`src/rtl/arbitro_pkg.sv`:
```
// Shared types and constants for the 4x4 round-robin arbiter/router.
package arbitro_pkg;

  localparam int unsigned DATA_W    = 10;
  localparam int unsigned DEST_LSB  = 8;
  localparam int unsigned NUM_PORTS = 4;

  typedef enum logic [1:0] {
    StIdle   = 2'd0,
    StActive = 2'd1,
    StStall  = 2'd2
  } state_e;

  function automatic logic [1:0] get_dest(input logic [DATA_W-1:0] word);
    return word[DEST_LSB +: 2];
  endfunction

endpackage

```
`src/rtl/arbitro_if.sv`:
```
// FIFO-bank side bundle of the arbiter; per-lane signals are indexed by FIFO number.
// Optional per-destination push counters appear when ARBITRO_CNT_EN is defined.
interface arbitro_if;
   import arbitro_pkg::*;

   logic [NUM_PORTS-1:0]             empty;
   logic [NUM_PORTS-1:0][DATA_W-1:0] data_poped;
   logic [NUM_PORTS-1:0]             alm_full;
   logic [NUM_PORTS-1:0]             pop;
   logic [NUM_PORTS-1:0]             push;
   logic [NUM_PORTS-1:0][DATA_W-1:0] data_pushed;
   logic                             idle;
   logic [1:0]                       state;
`ifdef ARBITRO_CNT_EN
   logic [NUM_PORTS-1:0][7:0]        cnt;

   modport master (
      output empty, data_poped, alm_full,
      input  pop, push, data_pushed, idle, state, cnt
   );
   modport slave (
      input  empty, data_poped, alm_full,
      output pop, push, data_pushed, idle, state, cnt
   );
`else
   modport master (
      output empty, data_poped, alm_full,
      input  pop, push, data_pushed, idle, state
   );
   modport slave (
      input  empty, data_poped, alm_full,
      output pop, push, data_pushed, idle, state
   );
`endif

endinterface

```
`src/rtl/arbitro_rr_sel.sv`:
```
// Combinational round-robin selector: first eligible input at or after ptr, modulo 4.
module arbitro_rr_sel
   import arbitro_pkg::*;
(
   input  logic [NUM_PORTS-1:0] eligible,
   input  logic [1:0]           ptr,
   output logic [NUM_PORTS-1:0] grant,
   output logic                 gvalid,
   output logic [1:0]           gidx
);

   logic [2*NUM_PORTS-1:0] dbl;
   logic [NUM_PORTS-1:0]   rot;
   logic [1:0]             off;

   // Rotate so that bit 0 is the pointer target, then pick the lowest set bit.
   always_comb begin
      dbl = {eligible, eligible};
      rot = dbl[ptr +: NUM_PORTS];
      off = 2'd0;
      for (int k = NUM_PORTS - 1; k >= 0; k--) begin
         if (rot[k]) off = 2'(k);
      end
      gvalid = |eligible;
      gidx   = ptr + off;
      grant  = '0;
      if (gvalid) grant[gidx] = 1'b1;
   end

endmodule

```
`src/rtl/arbitro_rr_4x4.sv`:
```
// Four-in/four-out round-robin arbiter moving at most one word per cycle to its destination FIFO.
// Define ARBITRO_CNT_EN to add per-destination 8-bit push counters.
module arbitro_rr_4x4
   import arbitro_pkg::*;
(
   input  logic      clk,
   input  logic      rst,
   arbitro_if.slave  bus
);

   logic [1:0]                       ptr_q;
   state_e                           state_q;
   logic [NUM_PORTS-1:0]             push_q;
   logic [NUM_PORTS-1:0][DATA_W-1:0] data_q;
`ifdef ARBITRO_CNT_EN
   logic [NUM_PORTS-1:0][7:0]        cnt_q;
`endif

   logic [NUM_PORTS-1:0] eligible;
   logic [NUM_PORTS-1:0] grant;
   logic                 gvalid;
   logic [1:0]           gidx;
   logic [DATA_W-1:0]    gword;
   logic [1:0]           gdest;

   // A head word whose destination is almost full blocks only its own input.
   always_comb begin
      eligible = '0;
      for (int i = 0; i < NUM_PORTS; i++) begin
         eligible[i] = ~bus.empty[i] & ~bus.alm_full[get_dest(bus.data_poped[i])];
      end
   end

   arbitro_rr_sel u_sel (
      .eligible (eligible),
      .ptr      (ptr_q),
      .grant    (grant),
      .gvalid   (gvalid),
      .gidx     (gidx)
   );

   assign gword = bus.data_poped[gidx];
   assign gdest = get_dest(gword);

   assign bus.pop         = rst ? '0 : grant;
   assign bus.push        = push_q;
   assign bus.data_pushed = data_q;
   assign bus.state       = state_q;
   // Unused encoding 3 reads as idle.
   assign bus.idle        = !(state_q inside {StActive, StStall});
`ifdef ARBITRO_CNT_EN
   assign bus.cnt         = cnt_q;
`endif

   always_ff @(posedge clk) begin
      if (rst) begin
         ptr_q   <= 2'd0;
         state_q <= StIdle;
         push_q  <= '0;
         data_q  <= '0;
`ifdef ARBITRO_CNT_EN
         cnt_q   <= '0;
`endif
      end else begin
         push_q <= '0;
         if (gvalid) begin
            push_q[gdest] <= 1'b1;
            data_q[gdest] <= gword;
`ifdef ARBITRO_CNT_EN
            cnt_q[gdest]  <= cnt_q[gdest] + 8'd1;
`endif
            ptr_q         <= gidx + 2'd1;
            state_q       <= StActive;
         end else if (&bus.empty) begin
            state_q <= StIdle;
         end else begin
            state_q <= StStall;
         end
      end
   end

endmodule
```
`src/flat_wrapper.sv`:
```
// flat-port wrapper written by rule: the top's interface ports become plain ports
module arbitro_rr_4x4_flat import arbitro_pkg::*;
  (clk, rst, bus_empty, bus_data_poped, bus_alm_full, bus_pop, bus_push, bus_data_pushed, bus_idle, bus_state);
  arbitro_if bus_i ();
  input  logic clk;
  input  logic rst;
  input wire logic [$bits(bus_i.empty)-1:0] bus_empty;
  input wire logic [$bits(bus_i.data_poped)-1:0] bus_data_poped;
  input wire logic [$bits(bus_i.alm_full)-1:0] bus_alm_full;
  output wire logic [$bits(bus_i.pop)-1:0] bus_pop;
  output wire logic [$bits(bus_i.push)-1:0] bus_push;
  output wire logic [$bits(bus_i.data_pushed)-1:0] bus_data_pushed;
  output wire logic [$bits(bus_i.idle)-1:0] bus_idle;
  output wire logic [$bits(bus_i.state)-1:0] bus_state;
  assign bus_i.empty = bus_empty;
  assign bus_i.data_poped = bus_data_poped;
  assign bus_i.alm_full = bus_alm_full;
  assign bus_pop = bus_i.pop;
  assign bus_push = bus_i.push;
  assign bus_data_pushed = bus_i.data_pushed;
  assign bus_idle = bus_i.idle;
  assign bus_state = bus_i.state;
  arbitro_rr_4x4 u_core (.clk(clk), .rst(rst), .bus(bus_i));
endmodule
```
`config.mk`:
```
export PLATFORM = sky130hd
export DESIGN_NAME = arbitro_rr_4x4_flat
export DESIGN_NICKNAME = d
export VERILOG_FILES = /design/src/rtl/arbitro_pkg.sv /design/src/rtl/arbitro_if.sv /design/src/rtl/arbitro_rr_sel.sv /design/src/rtl/arbitro_rr_4x4.sv /design/src/flat_wrapper.sv
export SDC_FILE = /design/constraint.sdc
export NUM_CORES = 1
export LEC_CHECK = 0
export ABC_AREA = 1
export CELL_PAD_IN_SITES_DETAIL_PLACEMENT = 1
export CELL_PAD_IN_SITES_GLOBAL_PLACEMENT = 1
export CORE_MARGIN = 1
export CORE_UTILIZATION = 33
export CTS_CLUSTER_DIAMETER = 200
export DETAILED_ROUTE_END_ITERATION = 8
export PLACE_DENSITY_LB_ADDON = 0.1
export SYNTH_ARGS = -nofsm -noshare
export SYNTH_HDL_FRONTEND = slang
export SYNTH_SLANG_ARGS = --single-unit
```
`constraint.sdc`:
```
create_clock -name clk -period 4.9 [get_ports clk]
set_input_delay 0.735 -clock clk [delete_from_list [all_inputs] [get_ports clk]]
set_output_delay 0.735 -clock clk [all_outputs]
set_load 0.03 [all_outputs]
```
; Yosys cells after proc, flatten, opt, wreduce, memory -nomap -nowiden
; Cells that the tools add are included.
[totals]
register_bits = 48
latchBits = 0
ram_bits = 0
romBits = 0
input_bits = 50
output_inout_bits = 51
word_cells = 67
mem_count = 0
[classes]
n_addsub = 2
multipliers = 0
div = 0
magnitude_cmp = 8
eq_ne = 2
shifts = 1
mux = 25
bitwise_logic = 13
reduce_logical = 8
[op_table]
columns = cell, count
row1 = 40-bit bitwise mux, 1
row2 = 10-bit binary-select mux with 2-bit select, 1
row3 = 10-bit demux with 2-bit select, 1
row4 = 10-bit 2-to-1 mux, 2
row5 = 2-bit by 3-bit less-than comparator with 1-bit output (second input constant), 6
row6 = 2-bit 2-to-1 mux, 5
row7 = 1-bit inverter, 9
row8 = 1-bit binary-select mux with 2-bit select, 4
row9 = 4-bit 2-to-1 mux, 2
row10 = 8-bit by 3-bit variable part select with 4-bit output, 1
row11 = 1-bit 2-to-1 mux, 7
row12 = 5-bit OR reduction, 1
row13 = 1-bit AND, 4
row14 = 1-bit demux with 2-bit select, 2
row15 = 2-bit by 1-bit greater-or-equal comparator with 1-bit output (second input constant), 2
row16 = 4-bit AND reduction, 1
row17 = 4-bit OR reduction, 1
row18 = 2-bit by 1-bit adder with 2-bit output (second input constant), 1
row19 = 2-bit adder, 1
row20 = 2-bit by 1-bit equality test with 1-bit output (second input constant), 1
row21 = 2-bit equality test (second input constant), 1
row22 = 1-bit logical AND, 2
row23 = 2-bit nonzero test, 1
row24 = 2-bit OR reduction, 1
row25 = 1-bit logical NOT, 1

; Longest topological paths before layout
; Gate-level depths: netlist of the first run.
[depth]
word_depth = 17
mapped_depth = 22
ltp_nobuf = 21

; Cells and area by module
; A second synthesis of the first run with hierarchy kept.
[unflattened]
cells_unflattened = 412
area_unflattened_um2 = 2613.8
[modules_own_cells]
columns = module, n_inst, cells_each, area_each_um2, seq_area_each_um2
row1 = arbitro_rr_4x4, 1, 368, 2392.3, 960.9
row2 = arbitro_rr_sel, 1, 44, 221.5, 0.0

; Worst setup path after synthesis of the first run
; No wires, ideal clock.
[synth_timing]
path_type = input to output
startpoint = in bus_data_poped[18]
endpoint = out bus_pop[1]
arrival_time_ns = 3.198
required_time_ns = 4.165
path_slack_ns = 0.967
stages = 16
n_path_buf = 3
cell_sequence = inv_1 -> nand2_1 -> nand3_1 -> nand2_2 -> nand3_1 -> nand2_1 -> o21ai_1 -> inv_1 -> a21oi_1 -> nor2_1 -> ha_1 -> clkbuf_1 -> buf_2 -> inv_1 -> clkbuf_1 -> nor3_1
[synth_via]
elab_chain_len = 16
word_cells_on_any_way = 18
classes_between = 1 x add/sub / 2 x order compare / 1 x shift / 10 x mux / 2 x bitwise / 2 x reduce/logical
[synth_lines]
columns = item, line_no
row1 = from (decl), flat_wrapper.sv:8  ; input wire logic [$bits(bus_i.data_poped)-1:0] bus_data_poped;
row2 = 1-bit binary-select mux with 2-bit select (*), arbitro_rr_4x4.sv:30  ; eligible[i] = ~bus.empty[i] & ~bus.alm_full[get_dest(bus.data_poped[i])];
row3 = 1-bit 2-to-1 mux (not written as such) (*), arbitro_rr_4x4.sv:30
row4 = 1-bit inverter (*), arbitro_rr_4x4.sv:30
row5 = 1-bit AND (*), arbitro_rr_4x4.sv:30
row6 = 8-bit by 3-bit variable part select with 4-bit output, arbitro_rr_sel.sv:19  ; rot = dbl[ptr +: NUM_PORTS];
row7 = 2-bit 2-to-1 mux (4 in a row), arbitro_rr_sel.sv:22  ; if (rot[k]) off = 2'(k);
row8 = 2-bit adder, arbitro_rr_sel.sv:25  ; gidx = ptr + off;
row9 = 2-bit by 3-bit less-than comparator with 1-bit output (not written as such) or 2-bit by 1-bit greater-or-equal comparator with 1-bit output (tied branches), arbitro_rr_sel.sv:27  ; if (gvalid) grant[gidx] = 1'b1;
row10 = 1-bit logical AND (not written as such), arbitro_rr_sel.sv:27
row11 = 1-bit 2-to-1 mux (not written as such), arbitro_rr_sel.sv:27
row12 = 1-bit demux with 2-bit select, arbitro_rr_sel.sv:27
row13 = 4-bit 2-to-1 mux (*), arbitro_rr_sel.sv:27
row14 = 4-bit 2-to-1 mux (*), arbitro_rr_4x4.sv:45  ; assign bus.pop = rst ? '0 : grant;
row15 = to (decl), flat_wrapper.sv:10  ; output wire logic [$bits(bus_i.pop)-1:0] bus_pop;
; Every way passes the cells marked *; elsewhere a longest branch is shown, timed or not. The select of a mux whose other input is x is not followed.

; Final worst setup path of the first run
[layout_timing]
startpoint = in bus_data_poped[38]
endpoint = out bus_pop[0]
; Same word-level chain as after synthesis.

==> results of run 1 <==
[sequential cells by signal (all words and copies together) (netlist names)]
signal / count
u_core.bus.data_pushed: 40
u_core.bus.push: 4
u_core.bus.state: 2
u_core.ptr_q: 2
[worst register-to-register path, delay by kind of cell, from the launching register on]
family	cells	cell delay, ns
adder cells (fa/ha/maj)	1	0.56
flip-flops	1	0.52
AND/OR/NAND/NOR	10	1.02
buffers and inverters	4	0.67
AO/OA/AOI/OAI	3	0.48
[placed cells by master (no fill, tap or decap), types with 2 or more instances in the layout]
master                            count
sky130_fd_sc_hd__nand2_1            119
sky130_fd_sc_hd__clkdlybuf4s50_1     98
sky130_fd_sc_hd__nor2_1              92
sky130_fd_sc_hd__dfxtp_1             48
sky130_fd_sc_hd__inv_1               47
sky130_fd_sc_hd__nand3_1             22
sky130_fd_sc_hd__nand2_2             12
sky130_fd_sc_hd__o21ai_0             11
sky130_fd_sc_hd__buf_4                8
sky130_fd_sc_hd__nand3_2              6
sky130_fd_sc_hd__nor3_1               5
sky130_fd_sc_hd__o21ai_2              5
sky130_fd_sc_hd__clkbuf_8             5
sky130_fd_sc_hd__o21ai_1              4
sky130_fd_sc_hd__nand2_4              4
sky130_fd_sc_hd__nor2_2               4
sky130_fd_sc_hd__inv_2                3
sky130_fd_sc_hd__mux2i_1              3
sky130_fd_sc_hd__or2_2                3
sky130_fd_sc_hd__o211ai_4             3
sky130_fd_sc_hd__a21oi_1              2
sky130_fd_sc_hd__ha_1                 2
[kinds of logic (layout without fill, tap and decap cells)]
family / Yosys count / in the layout / synth area share, %
simple gates: 273 / 273 / 43.9
buf+inv: 66 / 164 / 11.2
flops: 48 / 48 / 35.0
compound gates: 26 / 26 / 7.24
mux: 3 / 3 / 1.09
fa+ha+maj: 2 / 2 / 0.911
xor+xnor: 2 / 2 / 0.638
[metal layers]
layer | vias up | routed length (µm)
li1 | 1467 | -
met1 | 1291 | 3780
met2 | 61 | 4010
met3 | 7 | 350
met4 | 0 | 90
met5 | - | 0
[final cells by class]
cell class | count | area [µm²]
sequential | 48 | 961
clock buffer | 5 | 68.8
inverter | 50 | 188
multi-input combinational | 306 | 1480
tap | 102 | 128
fill | 1041 | 3980
timing repair buffer | 106 | 1040
clock inverter | 3 | 46.3
[worst max path at each step]
stage,startpoint,end,slack [ns],depth (start not counted)
6_report,bus_data_poped[38],bus_pop[0],0.38,18
5_1_grt,bus_data_poped[28],bus_pop[2],0.15,18
4_1_cts,bus_data_poped[38],bus_pop[0],0.36,18
3_5_place_dp,bus_data_poped[38],bus_pop[0],0.36,18
3_3_place_gp,bus_alm_full[0],bus_pop[2],0.47,18
2_1_floorplan,bus_data_poped[18],bus_pop[1],0.97,16
[metrics by stage]
step	util [%]	power [µW]	std cells	hold WS [ns]	instance area, µm²
floorplan	-	2220	420	0.573	2750
global placement	48.1	2710	612	0.431	3790
detailed placement	48.1	2770	612	0.438	3790
CTS	49.6	3080	620	0.454	3910
global route	49.6	3330	620	0.476	3910
finish	49.6	3030	620	0.451	3910
[power breakdown]
| group | internal, µW | switching [µW] | leakage [µW] | total, µW |
|---|---|---|---|---|
| clock network | 154 | 144 | 0.0000548 | 298 |
| logic | 724 | 1440 | 0.00137 | 2160 |
| registers | 509 | 64.6 | 0.000394 | 574 |
| total | 1390 | 1650 | 0.00182 | 3030 |
==> impl_metrics.ini, run 1 <==
[timing]
max_slew.worst_pin.slew_ns = 0.524
setup_violations = 0
unrepaired_setup_endpoints_after_global_routing = no
finalMaxSlewViolations = 0
finalCriticalPeriod_ns = 4.52
final.setup.tns_ns = 0
final_min_period_over_clock_period_pct = 92.3
fmax_mhz = 221
timing.final.hold_violations = 0
finalClockSkew_ns = 0.0127
post-route-worst-setup-slack_ns = 0.377
slew_headroom_pct = 65.1

[grt]
grt_usage_pct = 20.6
met2_track_usage_gr_pct = 36.6
grt_util_met3_pct = 3.98
grt.met1_usage_pct = 25.4
grt_first_pass_wirelength_um = 14200
first_global_vias = 2978
grt_start_max_net_pins = 23
grt_total_ovfl = 0
global_route.peak_usage_layer = met2
initial_antenna_violation_count = 0

[synth]
post-synth-top-count-cell = sky130_fd_sc_hd__nand2_1
ys.flop_type = sky130_fd_sc_hd__dfxtp_1
flip_flop_and_latch_count_after_synthesis = 48
synth_async_sr_flop_share_pct = 0
area_contributors_post_synth = sky130_fd_sc_hd__dfxtp_1, sky130_fd_sc_hd__nand2_1, sky130_fd_sc_hd__nor2_1, sky130_fd_sc_hd__inv_1, sky130_fd_sc_hd__nand3_1
count_of_flip_flops_with_a_built_in_enable_after_synthesis = 0
part_of_the_yosys_area_used_for_sequential_elements_pct = 35.0
synth_largest_area_cell = sky130_fd_sc_hd__dfxtp_1
netlist_area_mm2 = 0.00275
synth_cell_count_leaders = sky130_fd_sc_hd__nand2_1, sky130_fd_sc_hd__nor2_1, sky130_fd_sc_hd__dfxtp_1
yosysTopAreaCellShare_pct = 35.0
avgSynthCellArea_um2 = 6.54
synth-warning-count = 0
synth_nets = 472
synth.lib_cells_used.distinct = 33
netlist_instances = 420

[clock_tree]
root_buffer = sky130_fd_sc_hd__clkbuf_8
cts.hold.buffers_added = 0
cts_tree = done
cts_num_sinks = 48
cts_htree_levels = 2
numCtsBuffers = 5
clkLatencyLatePin_ns = 0.31
cts.clk_slew.worst_paths_ns = 0.10
clock_path_buffers = 2
post_cts_resized = 0
cts_post_setup_buffers_inserted = 0

[worst_setup_path]
worst_path_dominant_cell_family = buffers and inverters
cp_common_cell = sky130_fd_sc_hd__inv_1
critical_path.max_fanout = 5
timing.critical_path.to_type = primary output
crit-reg2reg-capture = u_core.bus.data_pushed[2]
ff_to_ff_path_depth = 18
critical_path.max_stage_delay_ns = 0.71
type_of_the_worst_setup_path = in2out
start_kind = input port
required_ns = 4.16
ff2ff_setup_slack_ns = 1.54
worst_ep_arrival_time_ns = 3.79
critical_path.n_buffers_inverters = 5
cpMaxStageDelayCell = sky130_fd_sc_hd__clkdlybuf4s50_1
r2r-start = u_core.ptr_q[0]
path_cells = clkdlybuf4s50_1 > inv_1 > nand2_1 > nand3_1 > nand2_2 > nand3_2 > nand3_1 > o21ai_1 > inv_1 > a21oi_1 > nor2_1 > ha_1 > xor2_1 > inv_1 > nand3_2 > nand2_4 > nor3_1 > clkdlybuf4s50_1

[place]
hpwl_um = 6650
preCtsSetupSlack_ns = 0.365
place.port_buffers = 100
routabilityCongestion = 0.844

[detailed_routing]
drc = 0
vias = 2826
detail_route.iter0.violations = 67
routed_wire_length_per_instance_um = 13.3
firstDrtPassIters = 4
route.final.wire_length_um = 8230
viasPerCell = 4.56
route.antenna.remaining_nets = 0

[layout]
area_delta_synth_final_pct = 42.3
final_net_count = 569
drive_above_1_share_pct = 11.2
antenna_diode_count = 0

[die]
start_util_pct = 34.8
io_pins = 101
std_cell_rows = 32
floorplan.die.height_um = 93.2
die_x_um = 93.2
core_mm2 = 0.00789
design.die.area_mm2 = 0.00869

[min_path]
hold_crit_class = reg2reg
min_delay_worst_endpoint = u_core.bus.data_pushed[19]
hold_path.startpoint = u_core.bus.data_pushed[19]
whs_path_depth = 2

[job]
maxCapViolations = 0

[power]
power_density_mw_per_mm2 = 776
peakVddDrop_v = 0.000265
leakage_uw = 0.00182

[status]
status = complete, no violations
(Power assumes the default switching activity.)
==> inputs of run 2 (changes only) <==
--- a/config.mk
+++ b/config.mk
@@ -12,6 +12,7 @@
 export CORE_UTILIZATION = 33
 export CTS_CLUSTER_DIAMETER = 200
 export DETAILED_ROUTE_END_ITERATION = 8
+export GPL_ROUTABILITY_DRIVEN = 0
 export PLACE_DENSITY_LB_ADDON = 0.1
 export SYNTH_ARGS = -nofsm -noshare
 export SYNTH_HDL_FRONTEND = slang
==> results of run 2 <==
No change in the layout: final DEF, timing and power equal those of run 1.
